==> config.mk <==
export PLATFORM = sky130hd
export DESIGN_NAME = lfsr_stream_gen_flat
export DESIGN_NICKNAME = d
export VERILOG_FILES = /design/src/rtl/lfsr_pkg.sv /design/src/rtl/lfsr_stream_gen_if.sv /design/src/rtl/hex_seg_dec.sv /design/src/rtl/lfsr_stream_gen.sv /design/src/flat_wrapper.sv
export SDC_FILE = /design/constraint.sdc
export NUM_CORES = 1
export LEC_CHECK = 0
export CAP_MARGIN = 40
export CORE_UTILIZATION = 31
export CTS_BUF_LIST = sky130_fd_sc_hd__clkbuf_8
export DETAILED_ROUTE_END_ITERATION = 16
export DONT_BUFFER_PORTS = 1
export PLACE_DENSITY = 0.54
export SYNTH_ARGS = -nofsm -noshare
export SYNTH_HDL_FRONTEND = slang
export SYNTH_SLANG_ARGS = --single-unit
export TNS_END_PERCENT = 10
==> constraint.sdc <==
create_clock -name clk -period 2.2 [get_ports clk]
set_input_delay 0.22 -clock clk [delete_from_list [all_inputs] [get_ports clk]]
set_output_delay 0.22 -clock clk [all_outputs]
set_load 0.05 [all_outputs]
==> src/rtl/lfsr_pkg.sv <==
`default_nettype none
// ============================================================================
//  Module      : lfsr_pkg
//  Description : Shared definitions for the LFSR stream generator: FSM state
//                encoding, default feedback/seed constants and the hex to
//                seven-segment lookup table (active-low, {g,f,e,d,c,b,a}).
//  Revision    : 1.0 - initial release
// ============================================================================
package lfsr_pkg;

    typedef enum logic [1:0] {
        IDLE  = 2'd0,
        RUN   = 2'd1,
        BURST = 2'd2
    } fsm_state_t;

    // x^8 + x^4 + x^3 + x^2 + 1
    localparam logic [7:0] c_default_taps = 8'h1D;
    localparam logic [7:0] c_default_seed = 8'h01;

    // Entry n holds the segment pattern for hex digit n.
    localparam logic [15:0][6:0] c_seg_table = {
        7'b0001110,   // F
        7'b0000110,   // E
        7'b0100001,   // d
        7'b1000110,   // C
        7'b0000011,   // b
        7'b0001000,   // A
        7'b0010000,   // 9
        7'b0000000,   // 8
        7'b1111000,   // 7
        7'b0000010,   // 6
        7'b0010010,   // 5
        7'b0011001,   // 4
        7'b0110000,   // 3
        7'b0100100,   // 2
        7'b1111001,   // 1
        7'b1000000    // 0
    };

endpackage
`default_nettype wire

==> src/rtl/lfsr_stream_gen_if.sv <==
`default_nettype none
// ============================================================================
//  Module      : lfsr_stream_gen_if
//  Description : Valid/ready output stream of the LFSR generator.
//                  out_data  - current LFSR state offered to the consumer
//                  out_valid - out_data is offered
//                  out_ready - consumer accepts out_data this cycle
//                Modports: master (generator side), slave (consumer side).
//  Revision    : 1.0 - initial release
// ============================================================================
interface lfsr_stream_gen_if #(
    parameter int WIDTH = 8
) ();

    logic [WIDTH-1:0] out_data;
    logic             out_valid;
    logic             out_ready;

    modport master (
        output out_data,
        output out_valid,
        input  out_ready
    );

    modport slave (
        input  out_data,
        input  out_valid,
        output out_ready
    );

endinterface
`default_nettype wire

==> src/rtl/hex_seg_dec.sv <==
`default_nettype none
// ============================================================================
//  Module      : hex_seg_dec
//  Description : Combinational 4-bit to seven-segment decoder, active-low,
//                output order {g,f,e,d,c,b,a}. Only built when LFSR_SEG_EN
//                is defined.
//  Ports       : nibble (in, 4) - hex digit
//                seg    (out, 7) - segment pattern
//  Revision    : 1.0 - initial release
// ============================================================================
`ifdef LFSR_SEG_EN
module hex_seg_dec
    import lfsr_pkg::*;
(
    input  wire logic [3:0] nibble,
    output logic      [6:0] seg
);

    assign seg = c_seg_table[nibble];

endmodule
`endif
`default_nettype wire

==> src/rtl/lfsr_stream_gen.sv <==
`default_nettype none
// ============================================================================
//  Module      : lfsr_stream_gen
//  Description : Fibonacci LFSR pseudo-random source with valid/ready output,
//                seed load, free-run / counted-burst modes, all-zero lockup
//                recovery and cycle-length (period) measurement.
//  Ports       : clk, rst        - clock, synchronous active-high reset
//                load, seed      - load seed into state (zero -> SEED)
//                free_run        - level, run continuously while high
//                start, burst_len- start a counted burst (ignored while busy)
//                stream          - valid/ready output (master modport)
//                busy            - FSM not IDLE
//                done            - pulse, burst complete
//                wrap            - pulse, state returned to anchor
//                lockup          - pulse, zero seed replaced by SEED
//                period          - last measured cycle length
//                seg             - registered 7-seg readout (LFSR_SEG_EN only)
//  Macro       : LFSR_SEG_EN - adds the seg output and digit decoders
//  Revision    : 1.0 - initial release
// ============================================================================
module lfsr_stream_gen
    import lfsr_pkg::*;
#(
    parameter int               WIDTH = 8,
    parameter logic [WIDTH-1:0] TAPS  = WIDTH'(c_default_taps),
    parameter logic [WIDTH-1:0] SEED  = WIDTH'(c_default_seed),
    parameter int               CNT_W = 16
) (
    input  wire logic             clk,
    input  wire logic             rst,
    input  wire logic             load,
    input  wire logic [WIDTH-1:0] seed,
    input  wire logic             free_run,
    input  wire logic             start,
    input  wire logic [CNT_W-1:0] burst_len,
    lfsr_stream_gen_if.master     stream,
    output logic                  busy,
    output logic                  done,
    output logic                  wrap,
    output logic                  lockup,
    output logic      [CNT_W-1:0] period
`ifdef LFSR_SEG_EN
    ,
    output logic [7*((WIDTH+3)/4)-1:0] seg
`endif
);

    localparam logic [CNT_W-1:0] c_cnt_max = '1;

    fsm_state_t       r_fsm;
    logic [WIDTH-1:0] r_state;
    logic [WIDTH-1:0] r_anchor;
    logic [CNT_W-1:0] r_count;
    logic [CNT_W-1:0] r_remaining;
    logic [WIDTH-1:0] w_next;
    logic [CNT_W-1:0] w_count_inc;
    logic             w_valid;
    logic             w_xfer;

    assign w_next      = {^(r_state & TAPS), r_state[WIDTH-1:1]};
    assign w_valid     = (r_fsm != IDLE);
    assign w_xfer      = w_valid & stream.out_ready;
    assign w_count_inc = (r_count == c_cnt_max) ? r_count : r_count + CNT_W'(1);

    assign stream.out_data  = r_state;
    assign stream.out_valid = w_valid;
    assign busy             = w_valid;

    // State, anchor and period measurement. A load overrides a step but the
    // transfer it coincides with is still counted by the FSM below.
    always_ff @(posedge clk) begin
        if (rst) begin
            r_state  <= SEED;
            r_anchor <= SEED;
            r_count  <= '0;
            period   <= '0;
            wrap     <= 1'b0;
            lockup   <= 1'b0;
        end else begin
            wrap   <= 1'b0;
            lockup <= 1'b0;
            if (load) begin
                r_count <= '0;
                if (seed == '0) begin
                    // An all-zero state would never leave zero.
                    r_state  <= SEED;
                    r_anchor <= SEED;
                    lockup   <= 1'b1;
                end else begin
                    r_state  <= seed;
                    r_anchor <= seed;
                end
            end else if (w_xfer) begin
                r_state <= w_next;
                if (w_next == r_anchor) begin
                    wrap    <= 1'b1;
                    period  <= w_count_inc;
                    r_count <= '0;
                end else begin
                    r_count <= w_count_inc;
                end
            end
        end
    end

    // Mode control: free-run, counted burst, zero-length burst.
    always_ff @(posedge clk) begin
        if (rst) begin
            r_fsm       <= IDLE;
            r_remaining <= '0;
            done        <= 1'b0;
        end else begin
            done <= 1'b0;
            case (r_fsm)
                IDLE: begin
                    if (free_run) begin
                        r_fsm <= RUN;
                    end else if (start) begin
                        if (burst_len == '0) begin
                            done <= 1'b1;
                        end else begin
                            r_remaining <= burst_len;
                            r_fsm       <= BURST;
                        end
                    end
                end
                RUN: begin
                    if (!free_run) begin
                        r_fsm <= IDLE;
                    end
                end
                BURST: begin
                    if (w_xfer) begin
                        if (r_remaining == CNT_W'(1)) begin
                            r_fsm <= IDLE;
                            done  <= 1'b1;
                        end
                        r_remaining <= r_remaining - CNT_W'(1);
                    end
                end
                default: begin
                    r_fsm <= IDLE;
                end
            endcase
        end
    end

`ifdef LFSR_SEG_EN
    localparam int c_ndig = (WIDTH + 3) / 4;

    logic [4*c_ndig-1:0] w_state_pad;
    logic [4*c_ndig-1:0] w_seed_pad;
    logic [7*c_ndig-1:0] w_seg;
    logic [7*c_ndig-1:0] w_seed_seg;

    assign w_state_pad = (4*c_ndig)'(r_state);
    assign w_seed_pad  = (4*c_ndig)'(SEED);

    // The seed decoders see a constant and reduce to the reset pattern.
    for (genvar d = 0; d < c_ndig; d++) begin : g_digit
        hex_seg_dec u_state_dec (
            .nibble (w_state_pad[4*d +: 4]),
            .seg    (w_seg[7*d +: 7])
        );
        hex_seg_dec u_seed_dec (
            .nibble (w_seed_pad[4*d +: 4]),
            .seg    (w_seed_seg[7*d +: 7])
        );
    end

    // Readout lags the state register by one cycle.
    always_ff @(posedge clk) begin
        if (rst) begin
            seg <= w_seed_seg;
        end else begin
            seg <= w_seg;
        end
    end
`endif

endmodule
`default_nettype wire

==> src/flat_wrapper.sv <==
// flat-port wrapper written by rule: the top's interface ports become plain ports
module lfsr_stream_gen_flat import lfsr_pkg::*;
#(
    parameter int               WIDTH = 8,
    parameter logic [WIDTH-1:0] TAPS  = WIDTH'(c_default_taps),
    parameter logic [WIDTH-1:0] SEED  = WIDTH'(c_default_seed),
    parameter int               CNT_W = 16
)
  (clk, rst, load, seed, free_run, start, burst_len, busy, done, wrap, lockup, period, stream_out_data, stream_out_valid, stream_out_ready);
  lfsr_stream_gen_if #(.WIDTH(WIDTH)) stream_i ();
  input  wire logic clk;
  input  wire logic rst;
  input  wire logic load;
  input  wire logic [WIDTH-1:0] seed;
  input  wire logic free_run;
  input  wire logic start;
  input  wire logic [CNT_W-1:0] burst_len;
  output logic busy;
  output logic done;
  output logic wrap;
  output logic lockup;
  output logic      [CNT_W-1:0] period;
  output wire logic [$bits(stream_i.out_data)-1:0] stream_out_data;
  output wire logic [$bits(stream_i.out_valid)-1:0] stream_out_valid;
  input wire logic [$bits(stream_i.out_ready)-1:0] stream_out_ready;
  assign stream_out_data = stream_i.out_data;
  assign stream_out_valid = stream_i.out_valid;
  assign stream_i.out_ready = stream_out_ready;
  lfsr_stream_gen #(.WIDTH(WIDTH), .TAPS(TAPS), .SEED(SEED), .CNT_W(CNT_W)) u_core (.clk(clk), .rst(rst), .load(load), .seed(seed), .free_run(free_run), .start(start), .burst_len(burst_len), .stream(stream_i), .busy(busy), .done(done), .wrap(wrap), .lockup(lockup), .period(period));
endmodule
# Yosys cells after proc, flatten, opt, wreduce, memory -nomap -nowiden
# Cells that the tools add are included.
word_totals:
  register_bits: 69
  wordCells: 65
classes:
  n_addsub: 2
  eq_ne: 13
  mux: 25
  n_bitwise: 3
  reduce_logical: 13
ops:
  columns: ["operator", "n"]
  rows:
  - ["16-bit two-way mux", 6]
  - ["16-bit case mux with 2 select lines", 1]
  - ["8-bit two-way mux", 3]
  - ["16-bit by 1-bit adder with 16-bit output, second input constant", 1]
  - ["16-bit by 1-bit == test with 1-bit output, second input constant", 1]
  - ["16-bit == test, second input constant", 1]
  - ["16-bit zero test", 1]
  - ["16-bit by 1-bit subtractor with 16-bit output, second input constant", 1]
  - ["2-bit two-way mux", 6]
  - ["5-bit AND reduction", 2]
  - ["8-bit == test", 1]
  - ["8-bit zero test", 1]
  - ["2-bit != test, second input constant", 4]
  - ["8-bit parity", 1]
  - ["1-bit two-way mux", 7]
  - ["3-bit != test, second input constant", 2]
  - ["2-bit case mux with 3 select lines", 1]
  - ["2-bit nonzero test", 3]
  - ["2-bit by 1-bit != test with 1-bit output, second input constant", 2]
  - ["2-bit OR reduction", 2]
  - ["3-bit AND reduction", 1]
  - ["3-bit OR reduction", 1]
  - ["2-bit by 1-bit == test with 1-bit output, second input constant", 1]
  - ["2-bit == test, second input constant", 1]
  - ["4 further kinds", 5]

# Logic depth before layout (Yosys ltp)
# Gate-level depths: netlist of the first run.
logic_depth:
  word_depth: 5
  ltp_mapped: 7
  depth_no_buf: 7

# Worst setup path after synthesis of the first run
# Ideal clock, no wire load.
synth_timing:
  path_kind: "register -> register"
  start: "reg u_core.r_state[3] (netlist: u_core.stream.out_data[3])"
  end: "reg u_core.r_count[4]"
  arrival_ns: 2.174
  t_required_ns: 2.074
  setup_slack_ns: -0.100
  path_stages_with_launch: 8
  n_path_buf: 2
  synth_period_minus_slack_ns: 2.300
  cell_sequence: "dfxtp_1 > xnor2_1 > xor3_1 > or3_1 > buf_2 > buf_2 > a31oi_1 > a21oi_1"
synth_via:
  elab_chain_len: 3
synth_lines:
  columns: ["item", "line_no", "text"]
  rows:
  - ["from (decl)", "lfsr_stream_gen.sv:51", "logic [WIDTH-1:0] r_state;"]
  - ["from (signal assigned)", "lfsr_stream_gen.sv:94", "r_state <= w_next;"]
  - ["8-bit parity", "lfsr_stream_gen.sv:60", "assign w_next = {^(r_state & TAPS), r_state[WIDTH-1:1]};"]
  - ["8-bit == test *", "lfsr_stream_gen.sv:95", "if (w_next == r_anchor) begin"]
  - ["16-bit two-way mux *", "lfsr_stream_gen.sv:95", null]
  - ["to (signal assigned)", "lfsr_stream_gen.sv:100", "r_count <= w_count_inc;"]
  - ["to (decl)", "lfsr_stream_gen.sv:53", "logic [CNT_W-1:0] r_count;"]
# Mark *: on every way between the ends. The rest lies on a longest branch, timed or not.
# A chain may end at the register's enable or synchronous reset.

# Worst setup path after layout of the first run
layout_timing:
  start: "reg u_core.r_state[2] (netlist: u_core.stream.out_data[2])"
  end: "reg u_core.period[10]"
layout_via:
  elab_chain_len: 3
layout_lines:
  columns: ["item", "line_no", "text"]
  rows:
  - ["8-bit parity", "lfsr_stream_gen.sv:60", null]
  - ["8-bit == test *", "lfsr_stream_gen.sv:95", null]
  - ["3-bit AND reduction (no line) *", null, null]
  - ["to (signal assigned)", "lfsr_stream_gen.sv:97", "period <= w_count_inc;"]
  - ["to (decl)", "lfsr_stream_gen.sv:41", "output logic [CNT_W-1:0] period"]
# Marked as above.

==> metrics.txt, run 1 <==
Area Overhead vs Synth=16.99%; Reg clk slew, reported paths=roughly 0.07 ns; LEAKAGE=about 0.0016 uW; worst hold stages=2; worst path required time=~2.5 ns; Power Density=about 690 nW/um^2; die outline height=approximately 110 um; Async SR Flop Fraction=0%; M1 WL=between 4000 and 5000 um; Num CTS Buffers=9; post-synthesis cell count=between 400 and 500; Synth area leaders=dfxtp_1 (37%), a21oi_1 (5.9%), nand2_1 (5.1%); GPL Wtd Cong=approximately 0.8; Unique masters post-synth=54; Final Worst Setup Slack=about 0.16 ns; status=finished, violations left; family with the most delay on the worst path=XOR/XNOR gates; metal3 WL=536 um; starting density of the core=between 30 and 40%; FMAX=around 500 MHz; clock buffer depth=2; routed vias=around 3500; predominant post-synthesis flop cell=dfxtp_1; CTS Hold Bufs=12; Clock Skew=0.01474 ns; global-route usage over all layers=between 10% and 20%; final WL=around 10000 um; later-pin clock latency in the skew report=around 0.36 ns; top cell type's share of synthesized area=between 30% and 40%; CP Class=register to register; worst hold start=burst_len[0]; DR top layer=met4; peak supply drop=0.0002310 V; Worst R2R End=u_core.period[10]; max_cap viols=0; Largest stage delay, worst path=approximately 0.4 ns; first-pass GRT wire length=17290 um; initial antenna violation count=0; worst slack at placement=0.1710 ns; Worst Path Buf+Inv=2; Tcrit/Tclk final=roughly 93%; Worst Hold End=u_core.r_remaining[0]; drt pass-1 iters=11; # IOs=59; crit-path max FO=29; Worst Hold Class=input pin to register; number of port buffers=0; Slew Limit Fails=0; core box area=around 12000 um^2; Post-Syn Area=about 3700 um^2; final hold vios=0; sequential fraction of the synthesis area=between 30 and 40%; r2r startpoint=u_core.stream.out_data[2]; Synthesis Warnings=0; Syn Area/Cell=7.815 um^2; Final Core Density=around 38%; Setup TNS Final=0 ns; Vias/cell=~5.5; Final HPWL DP=between 7000 and 8000 um; DRT antenna net count=0; failing checks=DRC; site row count=39; htree depth=3; Final Setup Violations=0; Finished Cell Area=around 4300 um^2; initial DRC count=297; RSZ-0062 raised after global routing=false; Synth area leader=dfxtp_1; critical path depth=7; area of the die=~12000 um^2; # diodes=0; Final #Nets=~530; Startpoint Class=register; grt ovf=0; postcts setup bufs=0; Worst R2R Setup Slack=0.16 ns; root buf cell=clkbuf_8; Worst path slowest cell=xor3_1; crit-path cells=xnor2_1 > xor3_1 > buf_4 > nor4_4 > buf_12 > nor2_1 > a211oi_1; most common library cells after synthesis=dfxtp_1 (69), nand2_1 (50), nor2_1 (50), a21oi_1 (44), o21ai_0 (25); cts repair resizes=0; worst path arrival time=approximately 2.3 ns; clk sinks=69; CTS tree=done; placed standard-cell area=between 4000 and 5000 um^2; top-count cell post-synth=dfxtp_1; min cycle time layout=approximately 2.0 ns; FF-to-FF path depth=7; drc violations=8; CP Capture Type=register; Die Span X=111.4 um; Max-Slew Margin vs Limit=between 50 and 60%; Synthesized Nets=508; DR WL/cell=approximately 16 um; Synth Register Bits=69; worst-margin pin slew=about 0.65 ns; Met2 Routed Length=just over 5000 um; vias in the first global route=around 3400; layout cells sized above 1=around 12%; pin count of the biggest net entering global routing=47; EDFF count, synth=0
==> kinds of logic after synthesis <==
family                   synth area share [%]
XOR/XNOR                                4.887
flip-flops                              37.21
AND/OR/NAND/NOR                         29.29
AO/OA/AOI/OAI                           19.82
buffers and inverters                   4.246
multiplexers                            3.539
adder cells (fa/ha/maj)                 1.011
==> report_power, final <==
part,internal [uW],switching (uW),leakage [uW]
clock network,550,526,0.0000943
registers,1300,47.5,0.000562
logic,222,339,0.000894
==> worst max path at each step <==
stage | slack, ns | end | from
after detailed placement | 0.17 | u_core.period[10] | u_core.stream.out_data[2]
after floorplan | 0.02 | u_core.r_count[4] | u_core.stream.out_data[4]
after CTS | 0.15 | u_core.period[10] | u_core.stream.out_data[2]
after global placement | 0.23 | u_core.period[4] | u_core.stream.out_data[2]
final | 0.16 | u_core.period[10] | u_core.stream.out_data[2]
after global routing | 0.02 | u_core.period[10] | u_core.stream.out_data[2]
==> layout by cell type (no fill, tap or decap), types with 9 or more instances in the layout <==
master | netlist | layout
dlygate4sd3_1 | 0 | 11
mux2i_1 | 12 | 12
xnor2_1 | 13 | 13
buf_4 | 3 | 30
nand4_1 | 11 | 11
nor4_1 | 10 | 10
a31oi_1 | 9 | 9
and3_1 | 9 | 9
nand2_1 | 50 | 50
clkbuf_8 | 0 | 10
a21oi_1 | 44 | 44
dfxtp_1 | 69 | 67
nor2_1 | 50 | 50
a211oi_1 | 13 | 13
nand2b_1 | 11 | 11
o21ai_0 | 25 | 24
nand3_1 | 23 | 23
nor3_1 | 20 | 20
==> flip-flops by register name, summed over array words and instances (netlist names) <==
signal	cells
u_core.r_remaining	16
u_core.r_fsm	2
u_core.lockup	1
u_core.stream.out_data	8
u_core.r_anchor	8
u_core.period	16
u_core.done	1
u_core.wrap	1
u_core.r_count	16
==> through the flow <==
step / power, uW / std cells / hold slack (ns)
after floorplan: 1761 / 475 / 0.3635
after global placement: 1886 / 618 / 0.2949
after detailed placement: 1894 / 618 / 0.2934
after CTS: 3024 / 646 / 0.0003984
after global routing: 3143 / 646 / 0.01510
final: 2982 / 646 / 0.01862
==> per-layer routing <==
metal	vias up	track usage, %
met1	1677	22.51
met2	76	28.67
met5	-	0
met4	0	6.486
met3	10	4.300
li1	1769	-
==> cell type report <==
type                            instances  area, um^2
Sequential cell                        69        1384
Fill cell                            1201        7222
Tap cell                              143       178.9
Timing Repair Buffer                   43       375.4
Inverter                                6       22.52
Clock inverter                          6       62.56
Clock buffer                           10       137.6
Multi-Input combinational cell        369        2182
No activity file was read; power rests on OpenSTA's default activity.
==> inputs of run 2 (changes only) <==
CORE_MARGIN = 5   (was default)
RECOVER_POWER = 50   (was default)
SETUP_SLACK_MARGIN = 0.4   (was default)
==> metrics.txt, run 2 (synthesized netlist as in run 1, its figures left out) <==
Slew Limit Fails=0; Clock Skew=0.009776 ns; Final Core Density=about 38%; DRT antenna net count=0; initial DRC count=309; Worst Hold Class=input pin to register; clk sinks=between 60 and 70; largest registers=u_core.period (16), u_core.r_count (16), u_core.r_remaining (16); Tcrit/Tclk final=between 80% and 90%; DR WL/cell=approximately 17 um; first-pass GRT wire length=17620 um; vias in the first global route=3319; htree depth=3; Power Density=639.6 nW/um^2; metal3 WL=657 um; grt ovf=0; placed cells=between 600 and 700; Setup TNS Final=0 ns; Final HPWL DP=around 7400 um; clock buffer depth=2; die outline height=between 100 and 150 um; initial antenna violation count=0; Tot Pwr=between 2000 and 3000 uW; Reg clk slew, reported paths=approximately 0.070 ns; max_cap viols=0; worst path required time=approximately 2.5 ns; final hold slack=0.02451 ns; M1 WL=between 4000 and 5000 um; final WL=approximately 11000 um; Area Overhead vs Synth=20.42%; Die Span X=around 120 um; global-route usage over all layers=roughly 15%; GPL Wtd Cong=between 0.8 and 0.9; # IOs=59; LEAKAGE=roughly 0.0016 uW; register area=roughly 1400 um^2; # diodes=0; number of port buffers=0; status=complete, no violations; Final Setup Violations=0; FMAX=515.5 MHz; post-route insts no fill=between 600 and 700; starting density of the core=31.30%; routed vias=3590; layout cells sized above 1=between 10% and 20%; most common cell after layout, fill and taps aside=dfxtp_1; worst hold stages=2; CP Class=register to register; Met2 Routed Length=5201 um; later-pin clock latency in the skew report=~0.35 ns; site row count=40; DR top layer=met4; drt pass-1 iters=5; core box area=about 12000 um^2; crit-path max FO=4; pin count of the biggest net entering global routing=between 40 and 50; root buf cell=clkbuf_8; CP Capture Type=register; fill count=about 1200; worst-margin pin slew=~0.73 ns; Startpoint Class=register; peak supply drop=~0.00020 V; Num CTS Buffers=9; Final #Nets=540; drc violations=0; worst path arrival time=between 2 and 2.5 ns; multi-input logic area=2260 um^2; Max-Slew Margin vs Limit=51.64%; FF-to-FF path depth=5; CTS tree=done; area of the die=~14000 um^2; min cycle time layout=1.940 ns; RSZ-0062 raised after global routing=true; final hold vios=0; commonest non-fill, non-tap cells in the layout=dfxtp_1 (58), nand2_1 (50), nor2_1 (50), a21oi_1 (44), buf_4 (26); Vias/cell=~5.5
[run 2: critical path, stage by stage (launching register included)]
cell and delay [ns]:
dfxtp_1 0.34, or4_4 0.55, or4b_4 0.52, o41ai_2 0.20, and3_1 0.19, a31o_1 0.09
[run 2: where the power goes]
part           internal, uW  total [uW]  switching, uW
logic                   232         575            343
clock network           453         936            482
registers              1300        1350           52.5
[run 2: stage by stage]
| step | setup WS (ns) | cell area [um^2] |
|---|---|---|
| after global routing | 0.1726 | 4471 |
| final | 0.2601 | 4471 |
| after CTS | 0.2595 | 4419 |
| after detailed placement | 0.1593 | 4076 |
| after global placement | 0.1883 | 4076 |
| after floorplan | 0.2517 | 3775 |
[run 2: path summary, 6_finish.rpt]
| path | start | end | slack (ns) |
|---|---|---|---|
| min | seed[5] | u_core.stream.out_data[5] | 0.02 |
| max reg2reg | u_core.r_remaining[3] | u_core.r_remaining[13] | 0.26 |
| max | u_core.r_remaining[3] | u_core.r_remaining[13] | 0.26 |
| min reg2reg | u_core.r_remaining[11] | u_core.r_remaining[11] | 0.49 |
[run 2: final cells by class]
| cell class | instances | share of cell area, % |
|---|---|---|
| Multi-Input combinational cell | 369 | 50.55 |
| Sequential cell | 69 | 31.49 |
| Timing Repair Buffer | 52 | 9.572 |
| Tap cell | 147 | 4.114 |
| Clock buffer | 11 | 3.387 |
| Inverter | 6 | 0.5038 |
| Clock inverter | 4 | 0.3918 |
[run 2: timing repair]
item | 4_1_cts | 5_1_grt
pin swaps | 3 | 7
setup endpoints to repair | 39 | 42
endpoints found under the hold margin | 46 | 0
setup buffers | 6 | 5
hold buffers | 7 | 0
gates cloned | 1 | 0
gates resized for setup | 4 | 18
[run 2: metal layers]
layer  vias to the layer above  global-route usage [%]
met5                         -                       0
met2                        80                   24.94
met3                        17                   4.558
li1                       1786                       -
met4                         0                   5.154
met1                      1707                   19.27
==> edit (settings of run 1) <==
Re-encode `fsm_state_t` (3 states) as one-hot, 3 bits wide.
--- a/src/rtl/lfsr_pkg.sv
+++ b/src/rtl/lfsr_pkg.sv
@@ -8,10 +8,10 @@
 // ============================================================================
 package lfsr_pkg;
 
-    typedef enum logic [1:0] {
-        IDLE  = 2'd0,
-        RUN   = 2'd1,
-        BURST = 2'd2
+    typedef enum logic [2:0] {
+        IDLE  = 3'b001,
+        RUN   = 3'b010,
+        BURST = 3'b100
     } fsm_state_t;
 
     // x^8 + x^4 + x^3 + x^2 + 1
Check against the original RTL: same outputs for any inputs over 4 cycles, from zero or initial values and one cycle with rst high; so few cycles prove little.
==> edit against run 1 <==
Critical path depth down 2. Sequential cell count rose by 1. Core utilization decreased by 0.35 points. Critical endpoint is now u_core.r_fsm[2]. Area after synthesis rose by 3.0%. Worst setup slack worse by 0.018 ns. Largest power group unchanged. Largest cell class unchanged. Routed wire length rose by 3.5%. Die area up 3.0%. Power is 4.3% higher. Final area is 2.9% higher. Highest routed layer unchanged.
==> edit: results (changes against run 1) <==
outcome: "finished, final reports clean"
dp_slack_ns: 0.171  # +0.000112 ns
synth_area_sq_um: 3820  # +3.0%
synth_cell_types: 59  # +9.3%
multi_input_gates: 365  # -1.1%
place_area_sq_um: 4170  # +3.9%
finClkSkew_ns: 0.0136  # -0.00109 ns
drtIter0Drc: 271  # -8.8%
clockNetworkAreaShare: 0.0484  # +0.00235
via_count: 3578  # +1.3%
synth_commonest_cells: "dfxtp_1, nand2_1, a21oi_1, nor2_1, clkbuf_1"
multiInputGateArea_sq_um: 2290  # +5.2%
p_int_mw: 2.20  # +6.4%
gp_congestion: 0.860  # +7.9%
route.met3.wl_microns: 722  # +35%
wirelength_microns: 10800  # +3.5%
ff_latch_area_sq_um: 1410  # +1.6%
synth_seq_area_share: 0.366  # -0.00572
use_met3: 0.0562  # +0.0132
synth_area_leaders: "dfxtp_1, a21oi_1, nand2_1"
drt-wirelength-per-cell_microns: 16.7  # +3.1%
crit_path_max_incr_delay_ns: 0.66  # +0.27 ns
finish.instance_area_sq_um: 4470  # +2.9%
synth_mux_area_frac: 0.0350  # -0.000388
reg2regPathDepth: 5  # -2
wl_met1_microns: 4860  # +2.1%
nonClkBufAreaFrac: 0.0745  # -0.0119
slew_headroom: 0.592  # +0.0272
dp_cells: 626  # +1.3%
drive_above_1_share: 0.152  # +0.0304
synth_nets: 506  # -0.39%
use_met2: 0.281  # -0.00609
synth_xor_area_frac: 0.0628  # +0.0139
synth_compound_area_frac: 0.207  # +0.00921
crit_fanout: 6  # -79%
routed-wl-met2_microns: 4960  # -1.5%
use_met1: 0.221  # -0.00366
synth_seq_cells: 70  # +1.4%
holdBufCountCts: 6  # -6
nNonClkBuffers: 41  # -4.7%
synth_adder_area_share: 0.00981  # -0.000298
dpl.hpwl_microns: 7680  # +7.7%
ir_worst_vdd_mv: 0.285  # +23%
leakage_nw: 1.59  # +2.3%
num-nonclk-inverters: 9  # +3
grt_pass1_vias: 3486  # +3.6%
## edit: cell types whose count changed after synthesis, moves of 6 or more
cell / delta
nor2_1: -10
nand2b_1: -9
a21o_1: +8
nand3_1: -8
nand2_1: +7
nor3b_1: +7
a31oi_1: -6
clkbuf_1: +6
xnor2_1: +6
## edit: power groups by stage
stage | Sequential (mW) | Clock (mW) | Combinational (mW)
6_report | 1.36 | 1.17 | 0.582
5_1_grt | 1.37 | 1.25 | 0.632
4_1_cts | 1.36 | 1.21 | 0.574
3_5_place_dp | 1.39 | 0 | 0.543
3_3_place_gp | 1.39 | 0 | 0.538
2_1_floorplan | 1.42 | 0 | 0.382
## edit: path summary, 6_finish.rpt
check	start	endpoint	slack [ns]
worst max register to register	u_core.r_remaining[7]	u_core.r_fsm[2]	0.14
worst min-delay path	seed[1]	u_core.r_anchor[1]	0.02
worst min register to register	u_core.r_anchor[4]	u_core.r_anchor[4]	0.48
worst max-delay path	u_core.r_remaining[7]	u_core.r_fsm[2]	0.14
